## src/rtl/pattern_scan_ctrl.sv

```systemverilog
// pattern_scan_ctrl
//   Programmable serial pattern detector. A pattern configuration (bits,
//   length, overlap mode, frame length) is loaded while idle. A scan then
//   walks a valid-qualified bitstream, pulses 'match' one cycle after every
//   hit, counts hits (saturating), and pulses 'done' when the configured
//   number of bits has been consumed.
//
// Ports
//   CLK          rising-edge clock
//   reset        asynchronous, active-low reset
//   cfg_valid    config write request (honoured in IDLE only)
//   cfg_ready    high in IDLE: config writes are accepted
//   cfg_pattern  pattern; cfg_pattern[len-1] is the first bit in time
//   cfg_len      pattern length; 0 -> 1, values above MAX_LEN -> MAX_LEN
//   cfg_overlap  1 = overlapping matches allowed
//   cfg_frame    bits per frame; 0 = scan until stop
//   start        begin a scan (IDLE only)
//   stop         abort a scan (no done pulse, count retained)
//   bit_valid    qualifier for bit_in
//   bit_in       serial data bit
//   busy         high while scanning
//   match        one-cycle registered match pulse
//   match_count  saturating hit count for the current/last frame
//   done         one-cycle frame-complete pulse
module pattern_scan_ctrl #(
  parameter int MAX_LEN = 8,
  parameter int CW      = 16
) (
  input  logic                         CLK,
  input  logic                         reset,
  input  logic                         cfg_valid,
  output logic                         cfg_ready,
  input  logic [MAX_LEN-1:0]           cfg_pattern,
  input  logic [$clog2(MAX_LEN+1)-1:0] cfg_len,
  input  logic                         cfg_overlap,
  input  logic [CW-1:0]                cfg_frame,
  input  logic                         start,
  input  logic                         stop,
  input  logic                         bit_valid,
  input  logic                         bit_in,
  output logic                         busy,
  output logic                         match,
  output logic [CW-1:0]                match_count,
  output logic                         done
);

  localparam int LW = $clog2(MAX_LEN+1);
  localparam logic [LW-1:0] LEN_MAX = LW'(MAX_LEN);
  localparam logic [LW-1:0] LEN_ONE = LW'(1);

  typedef enum logic [1:0] {
    IDLE = 2'd0,
    SCAN = 2'd1,
    DONE = 2'd2
  } state_t;

  state_t state_reg, state_next;

  // configuration
  logic [MAX_LEN-1:0] pat_reg;
  logic [LW-1:0]      len_reg;
  logic               ovl_reg;
  logic [CW-1:0]      frame_reg;

  // scan datapath
  logic [MAX_LEN-2:0] hist_reg;
  logic [LW-1:0]      fill_reg;
  logic [CW-1:0]      bit_cnt_reg;
  logic [CW-1:0]      count_reg;
  logic               match_reg;

  logic [LW-1:0]      len_clamped;
  logic [MAX_LEN-1:0] window;
  logic [MAX_LEN-1:0] len_mask;
  logic [LW-1:0]      len_m1;
  logic               accept;
  logic               hit;
  logic               frame_end;

  // Length clamping is applied once, at load time, so the scan logic can
  // assume 1 <= len_reg <= MAX_LEN.
  always_comb begin
    len_clamped = cfg_len;
    if (cfg_len == '0) begin
      len_clamped = LEN_ONE;
    end else if (cfg_len > LEN_MAX) begin
      len_clamped = LEN_MAX;
    end
  end

  // Newest bit sits at window[0]; the oldest bit of a len-long match is at
  // window[len-1], lining up with cfg_pattern[len-1] being first in time.
  assign window = {hist_reg, bit_in};

  genvar gi;
  generate
    for (gi = 0; gi < MAX_LEN; gi++) begin : g_mask
      localparam logic [LW-1:0] IDX = LW'(gi);
      assign len_mask[gi] = (IDX < len_reg);
    end
  endgenerate

  assign len_m1    = len_reg - LEN_ONE;
  assign accept    = (state_reg == SCAN) && bit_valid;
  // fill counts bits already held in history, so len-1 of them plus the
  // incoming bit form a complete window.
  assign hit       = accept && (fill_reg >= len_m1)
                     && (((window ^ pat_reg) & len_mask) == '0);
  assign frame_end = accept && (frame_reg != '0)
                     && ((bit_cnt_reg + CW'(1)) == frame_reg);

  // state register
  always_ff @(posedge CLK or negedge reset) begin
    if (!reset) begin
      state_reg <= IDLE;
    end else begin
      state_reg <= state_next;
    end
  end

  // next-state logic; stop wins over frame completion
  always_comb begin
    state_next = state_reg;
    case (state_reg)
      IDLE: begin
        if (start) begin
          state_next = SCAN;
        end
      end
      SCAN: begin
        if (stop) begin
          state_next = IDLE;
        end else if (frame_end) begin
          state_next = DONE;
        end
      end
      DONE: begin
        state_next = IDLE;
      end
      default: begin
        state_next = IDLE;
      end
    endcase
  end

  // configuration and scan datapath
  always_ff @(posedge CLK or negedge reset) begin
    if (!reset) begin
      pat_reg     <= MAX_LEN'(2'b01);
      len_reg     <= LW'(2);
      ovl_reg     <= 1'b1;
      frame_reg   <= '0;
      hist_reg    <= '0;
      fill_reg    <= '0;
      bit_cnt_reg <= '0;
      count_reg   <= '0;
      match_reg   <= 1'b0;
    end else begin
      // a hit on a stop or last-of-frame bit still pulses
      match_reg <= hit;

      if (state_reg == IDLE) begin
        if (cfg_valid) begin
          pat_reg   <= cfg_pattern;
          len_reg   <= len_clamped;
          ovl_reg   <= cfg_overlap;
          frame_reg <= cfg_frame;
        end
        if (start) begin
          hist_reg    <= '0;
          fill_reg    <= '0;
          bit_cnt_reg <= '0;
          count_reg   <= '0;
        end
      end

      if (accept) begin
        hist_reg    <= window[MAX_LEN-2:0];
        bit_cnt_reg <= bit_cnt_reg + CW'(1);
        // non-overlap: discard history so the next hit needs len fresh bits
        if (hit && !ovl_reg) begin
          fill_reg <= '0;
        end else if (fill_reg != LEN_MAX) begin
          fill_reg <= fill_reg + LEN_ONE;
        end
        if (hit && (count_reg != '1)) begin
          count_reg <= count_reg + CW'(1);
        end
      end
    end
  end

  assign cfg_ready   = (state_reg == IDLE);
  assign busy        = (state_reg == SCAN);
  assign done        = (state_reg == DONE);
  assign match       = match_reg;
  assign match_count = count_reg;

endmodule

```

## config.mk

```make
export PLATFORM = sky130hd
export DESIGN_NAME = pattern_scan_ctrl
export DESIGN_NICKNAME = d
export VERILOG_FILES = /design/src/rtl/pattern_scan_ctrl.sv
export SDC_FILE = /design/constraint.sdc
export NUM_CORES = 1
export LEC_CHECK = 0
export BUFFER_PORTS_ARGS = -buffer_cell sky130_fd_sc_hd__clkbuf_2
export CAP_MARGIN = 20
export CORE_AREA = 5 5 114 94
export CTS_CLUSTER_DIAMETER = 100
export CTS_CLUSTER_SIZE = 28
export DETAILED_ROUTE_END_ITERATION = 8
export DIE_AREA = 0 0 119 99
export GPL_TIMING_DRIVEN = 0
export HOLD_SLACK_MARGIN = 0.12
export PLACE_DENSITY = 0.73
export SLEW_MARGIN = 20
export SYNTH_ARGS = -nofsm -noshare
export SYNTH_HDL_FRONTEND = slang
export SYNTH_SLANG_ARGS = --single-unit
```

## constraint.sdc

```tcl
create_clock -name CLK -period 2.24 [get_ports CLK]
set_input_delay 0.112 -clock CLK [delete_from_list [all_inputs] [get_ports CLK]]
set_output_delay 0.112 -clock CLK [all_outputs]
set_load 0.02 [all_outputs]
```

**Word-level counts from Yosys, hierarchy flattened**

Index checks and enable logic that the tools add are counted.

- Multiplexer cells: 21
- Bitwise gates (word level): 2
- $add $sub $neg: 4
- Equal/unequal tests: 7
- Order comparisons: 10
- Reduce and logical (&&, ||, !) cells: 17

Operators with widths:

| operator | count |
|---|---|
| 16-bit two-way mux | 7 |
| 16-bit by 1-bit adder with 16-bit output, second input constant | 2 |
| 4-bit two-way mux | 7 |
| 7-bit two-way mux | 3 |
| 16-bit equality test | 1 |
| 3-bit by 4-bit less-than comparator with 1-bit output, first input constant | 4 |
| 16-bit != test, second input constant | 1 |
| 16-bit nonzero test | 1 |
| 8-bit bitwise AND | 1 |
| 8-bit zero test | 1 |
| 1-bit by 4-bit less-than comparator with 1-bit output, first input constant | 2 |
| 2-bit by 4-bit less-than comparator with 1-bit output, first input constant | 2 |
| 8-bit XOR | 1 |
| 1-bit logical AND | 7 |
| 2-bit two-way mux | 3 |
| 2-bit AND reduction | 3 |
| 4-bit by 1-bit adder with 4-bit output, second input constant | 1 |
| 4-bit greater-or-equal comparator | 1 |
| 4-bit > comparator, second input constant | 1 |
| 4-bit zero test | 1 |
| 4-bit != test, second input constant | 1 |
| 2-bit one-hot mux with 2 select lines | 1 |
| 2-bit nonzero test | 2 |
| 4-bit by 1-bit subtractor with 4-bit output, second input constant | 1 |
| 6 further kinds | 6 |

- Logic and storage cells: 71
- Output and inout port bits: 20
- Input bits: 36
- Register bits after elaboration: 75

**Logic depth before layout (Yosys ltp)**

- Word-level depth: 7
- Depth in mapped cells: 11
- Gate-level depth less buffers: 10

**Worst setup path before layout**

No wires, ideal clock.

- Path kind: register to register
- Start: reg len_reg[1]
- End: reg count_reg[4] (netlist: match_count[4])
- Required time: 2120 ps
- Path slack: -119 ps
- Setup time: 120 ps
- Stages on the path, launching flop included: 12
- Path buffers: 1
- Arrival: 2239 ps
- Cell sequence: dfstp_2 -> inv_1 -> ha_1 -> xnor2_1 -> ha_1 -> o21ai_0 -> o21bai_1 -> nand4_1 -> clkinv_1 -> buf_2 -> nand3_1 -> a31o_2

- Cells in the longest elaborated chain, start to end: 7
- Elaborated cells between the ends (all ways): 17

Ends and longest elaborated chain:

| element | RTL line | RTL |
|---|---|---|
| start, declared | 61 | `logic [LW-1:0] len_reg;` |
| start signal, assigned | 165 | `len_reg <= len_clamped;` |
| 4-bit by 1-bit subtractor with 4-bit output, or another cell as far along | 103 | `assign len_m1 = len_reg - LEN_ONE;` |
| 4-bit greater-or-equal comparator / 8-bit bitwise AND (equally long branches) | 107, 108 |  |
| 1-bit logical AND / 8-bit zero test (equally long branches) | 107, 108 |  |
| 1-bit logical AND (*) | 108 | `&& (((window ^ pat_reg) & len_mask) == '0);` |
| named net hit | 77 | `logic hit;` |
| 1-bit logical AND (*) | 186 | `if (hit && (count_reg != '1)) begin` |
| 16-bit two-way mux (*) | 186 |  |
| 16-bit two-way mux (*) | 177 | `if (accept) begin` |
| end signal, assigned | 187 | `count_reg <= count_reg + CW'(1);` |
| end, declared | 69 | `logic [CW-1:0] count_reg;` |

The timed path passes the listed nets; every way through them passes the cells marked *.
A chain may end at the register's enable or synchronous reset.

**Worst setup path in the final report**

- Start: reg len_reg[1]
- End: reg count_reg[11] (netlist: match_count[11])

- Cells in the longest elaborated chain, start to end: 7
- Elaborated cells between the ends (all ways): 17

Ends and longest elaborated chain:

| element | RTL line |
|---|---|
| 4-bit by 1-bit subtractor with 4-bit output, or another cell as far along | 103 |
| 4-bit greater-or-equal comparator / 8-bit bitwise AND (equally long branches) | 107, 108 |
| 1-bit logical AND / 8-bit zero test (equally long branches) | 107, 108 |
| 1-bit logical AND (*) | 108 |
| 1-bit logical AND (*) | 186 |
| 16-bit two-way mux (*) | 186 |
| 16-bit two-way mux (*) | 177 |

Mark *: on every way between the ends. The rest lies on a longest branch, timed or not.

==> impl_metrics.toml <==
[yosys]
post_synth_design_cell_area_sq_mm = 0.004217
syn_inst = 413
synth.net_count = 460
synth-seq-cells = 75
ys_warn_count = 0
netlist-cell-type-count = 59
post_synth.cell_area_avg_sq_um = 10.21
synth-main-ff-cell = "sky130_fd_sc_hd__dfrtp_1"
synth_enable_flop_cells = 0
part_of_the_yosys_area_used_for_sequential_elements_pct = 44.60
postSynth.asyncResetShare_pct = 100.0

[timing]
maximum_clock_frequency_mhz = 428.8
final.min_clock_period_ps = 2332
timing.final.setup_violations = 4
fin_crit_sh_pct = 104.1
timing.slew.headroom_pct = 58.17
hold-worst-slack_ps = 141.6
timing.clock.skew_ps = 6.235
tightest_slew_ps = 620.9
final_critical_path_setup_slack_ps = -91.98
hold_violations = 0
fin_setup_tns_ps = -155.4
drv_slew = 0
rsz0062_at_grt = "yes"

[critical_path]
critical_path.reg2reg.endpoint = "match_count[11]"
cp.required_ps = 2500
path_class = "reg -> reg"
timing.critical_path.from_type = "register"
rr_startpoint = "len_reg[1]"
worstRegToRegCells = 10
worstPathMaxFanout = 5
launch_point_of_the_worst_path = "len_reg[1]"
endpoint = "match_count[11]"
worstPathArrival_ps = 2590
crit_path_end_kind = "register"
reg2reg_slack_ps = -90

[cts]
numCtsBuffers = 9
cts.path.max_buffers = 2
tritoncts = "yes"
clk_root_buffer_cell = "sky130_fd_sc_hd__clkbuf_16"
cts_num_sinks = 75
cts_max_level = 3
clk_pin_slew_worst_paths_ps = 60
clk_latency_worst_skew_pair_ps = 330

[floorplan]
initial_core_util_pct = 44.62
coreArea_sq_mm = 0.009449
floorplan.rows = 32
num_io_pins = 56
chipWidth_microns = 119
die_area_sq_mm = 0.01178
die_height_microns = 99

[global_routing]
first_global_vias = 3730
grt_antenna_before_repair = 0
grt_max_degree = 39
groute.usage.overall_pct = 18.94
globalRoute.totalOverflow = 0
grt_pass1_wl_microns = 18350

[drt]
avgViaCountPerCell = 5.637
dr_total_vias = 3630
finalWirelength_microns = 10730
drt-initial-drc-count = 273
antenna_violating_nets_post_route = 0
average_wire_per_standard_cell_microns = 16.66
drtPass1Iterations = 4
drc = 0

[hold_path]
hold_class = "in -> reg"

[pwr]
p_sw_share_pct = 29.01
pwr_density_mw_per_mm2 = 727.2
post-layout-total-power_w = 0.004001
seqPwrFrac_pct = 42.4
irDropWorstVdd_mv = 0.3807
combPwrFrac_pct = 24.0
internal_power_w = 0.002840
static-leakage-power_nw = 2.476
clock_share_of_power_pct = 33.6
power.switching_w = 0.001161

[placement]
port_buffers = 55
dpl.hpwl_microns = 7257
dpl-instance-area_sq_mm = 0.004678
weighted_congestion_at_the_end_of_routability_driven_global_placement = 0.8841

[status]
violations = "negative setup slack"
run_status = "complete, but fails checks"

[run]
cap_violations = 0

[finish]
multi_input_area_sq_mm = 0.002313
nFillCells = 780
insertedDiodeCount = 0
finish.instance_area_sq_mm = 0.005502
area_growth_syn_to_layout_pct = 30.47
num-nets-final = 568
seqCellArea_sq_mm = 0.001891
layout-drive-gt1-share_pct = 30.29
## Yosys cell counts, drive strengths merged (3+ instances only)
| master | instances | area (sq um) |
|---|---|---|
| and3 | 8 | 50.05 |
| o31ai | 6 | 45.04 |
| nand2b | 4 | 25.02 |
| o22ai | 3 | 18.77 |
| nor4 | 9 | 77.57 |
| buf | 4 | 22.52 |
| nand4 | 13 | 96.34 |
| dfstp | 3 | 78.83 |
| nor2b | 6 | 37.54 |
| a31oi | 6 | 37.54 |
| mux2i | 11 | 110.1 |
| mux2 | 26 | 292.8 |
| clkbuf | 18 | 87.59 |
| a32o | 3 | 30.03 |
| and2 | 6 | 37.54 |
| a22o | 9 | 78.83 |
| nor2 | 20 | 75.07 |
| nand3 | 15 | 75.07 |
| xnor2 | 20 | 175.2 |
| nand2 | 35 | 131.4 |
| nor3 | 6 | 35.03 |
| xor2 | 11 | 96.34 |
| a31o | 6 | 52.55 |
| o21ai | 28 | 140.1 |
| ha | 11 | 137.6 |
| dfrtp | 72 | 1802 |
| a21oi | 12 | 60.06 |
| inv | 10 | 37.54 |
| nand3b | 4 | 30.03 |
## metal layers
metal,global-route usage (%),wire [microns]
met3,3.787,620
met4,4.898,144
met2,30.09,4962
met5,0,0
met1,26.57,4998
## cell families (layout without fill, tap and decap cells)
family	Yosys count	after routing	share of synthesized area, %
buffers and inverters	33	145	3.591
multiplexers	37	37	9.555
XOR/XNOR	31	31	6.439
AND/OR/NAND/NOR	134	134	17.48
adder cells (fa/ha/maj)	12	12	3.501
AO/OA/AOI/OAI	91	91	14.84
flip-flops	75	75	44.60
## timing repair
action	in CTS	in global routing
endpoints found under the hold margin	67	0
setup endpoints to repair	18	62
gates cloned	0	0
hold buffers	31	0
gates resized for setup	15	30
pin swaps	7	12
setup buffers	6	6
## worst max-delay path, stage by stage (launching register included)
cell                       delay (ps)
sky130_fd_sc_hd__dfstp_2          540
sky130_fd_sc_hd__inv_2             60
sky130_fd_sc_hd__ha_4             160
sky130_fd_sc_hd__xnor2_1          120
sky130_fd_sc_hd__ha_1             280
sky130_fd_sc_hd__o21ai_1           50
sky130_fd_sc_hd__o21bai_1         140
sky130_fd_sc_hd__nand4_1          120
sky130_fd_sc_hd__buf_6            160
sky130_fd_sc_hd__or4_4            500
sky130_fd_sc_hd__a21boi_2         140
## cells in the final DEF (no fill, tap or decap), drive strengths merged, types with 3 or more instances in the layout
cell,n
nor2b,6
nor4,9
and3,8
and2,6
dfstp,3
dfrtp,72
xnor2,20
ha,11
xor2,11
nand4,13
nand2,35
o31ai,6
nand3b,4
buf,17
nor2,20
a22o,9
mux2,26
clkbuf,85
a32o,3
inv,10
a31oi,6
mux2i,11
nand2b,4
a31o,6
a21oi,12
o22ai,3
nand3,15
o21ai,28
nor3,6
dlygate4sd3,31
## cell type report
cell class	instances	share of cell area, %
Buffer	20	2.161
Clock inverter	1	0.1365
Tap cell	119	2.706
Clock buffer	14	4.981
Timing Repair Buffer	99	12.76
Multi-Input combinational cell	305	42.05
Sequential cell	75	34.36
Inverter	11	0.8415
## how the worst min path moves through the flow
stage	start	endpoint	slack (ps)	cells after the start
after global routing	cfg_len[0]	len_reg[0]	170	3
after detailed placement	reset	len_reg[2]	150	1
after global placement	cfg_len[3]	len_reg[0]	330	2
after CTS	cfg_len[0]	len_reg[0]	130	3
final	cfg_len[0]	len_reg[0]	140	3
after floorplan	reset	async pin	-180	0
## through the flow
stage,util [%],instances,setup WS [ps]
after global placement,49.27,587,-264.9
after global routing,58.22,644,-229.3
after CTS,56.91,640,-59.12
after floorplan,-,413,8.842
after detailed placement,49.51,588,-272.4
final,58.22,644,-91.98
## power by group through the flow
stage / Clock (W) / Combinational [W] / Sequential (W)
2_1_floorplan: 0 / 0.000598 / 0.00166
3_3_place_gp: 0 / 0.000766 / 0.00170
3_5_place_dp: 0 / 0.000808 / 0.00171
4_1_cts: 0.00138 / 0.000909 / 0.00168
5_1_grt: 0.00144 / 0.00107 / 0.00172
6_report: 0.00134 / 0.000962 / 0.00169
(Power assumes the default switching activity.)
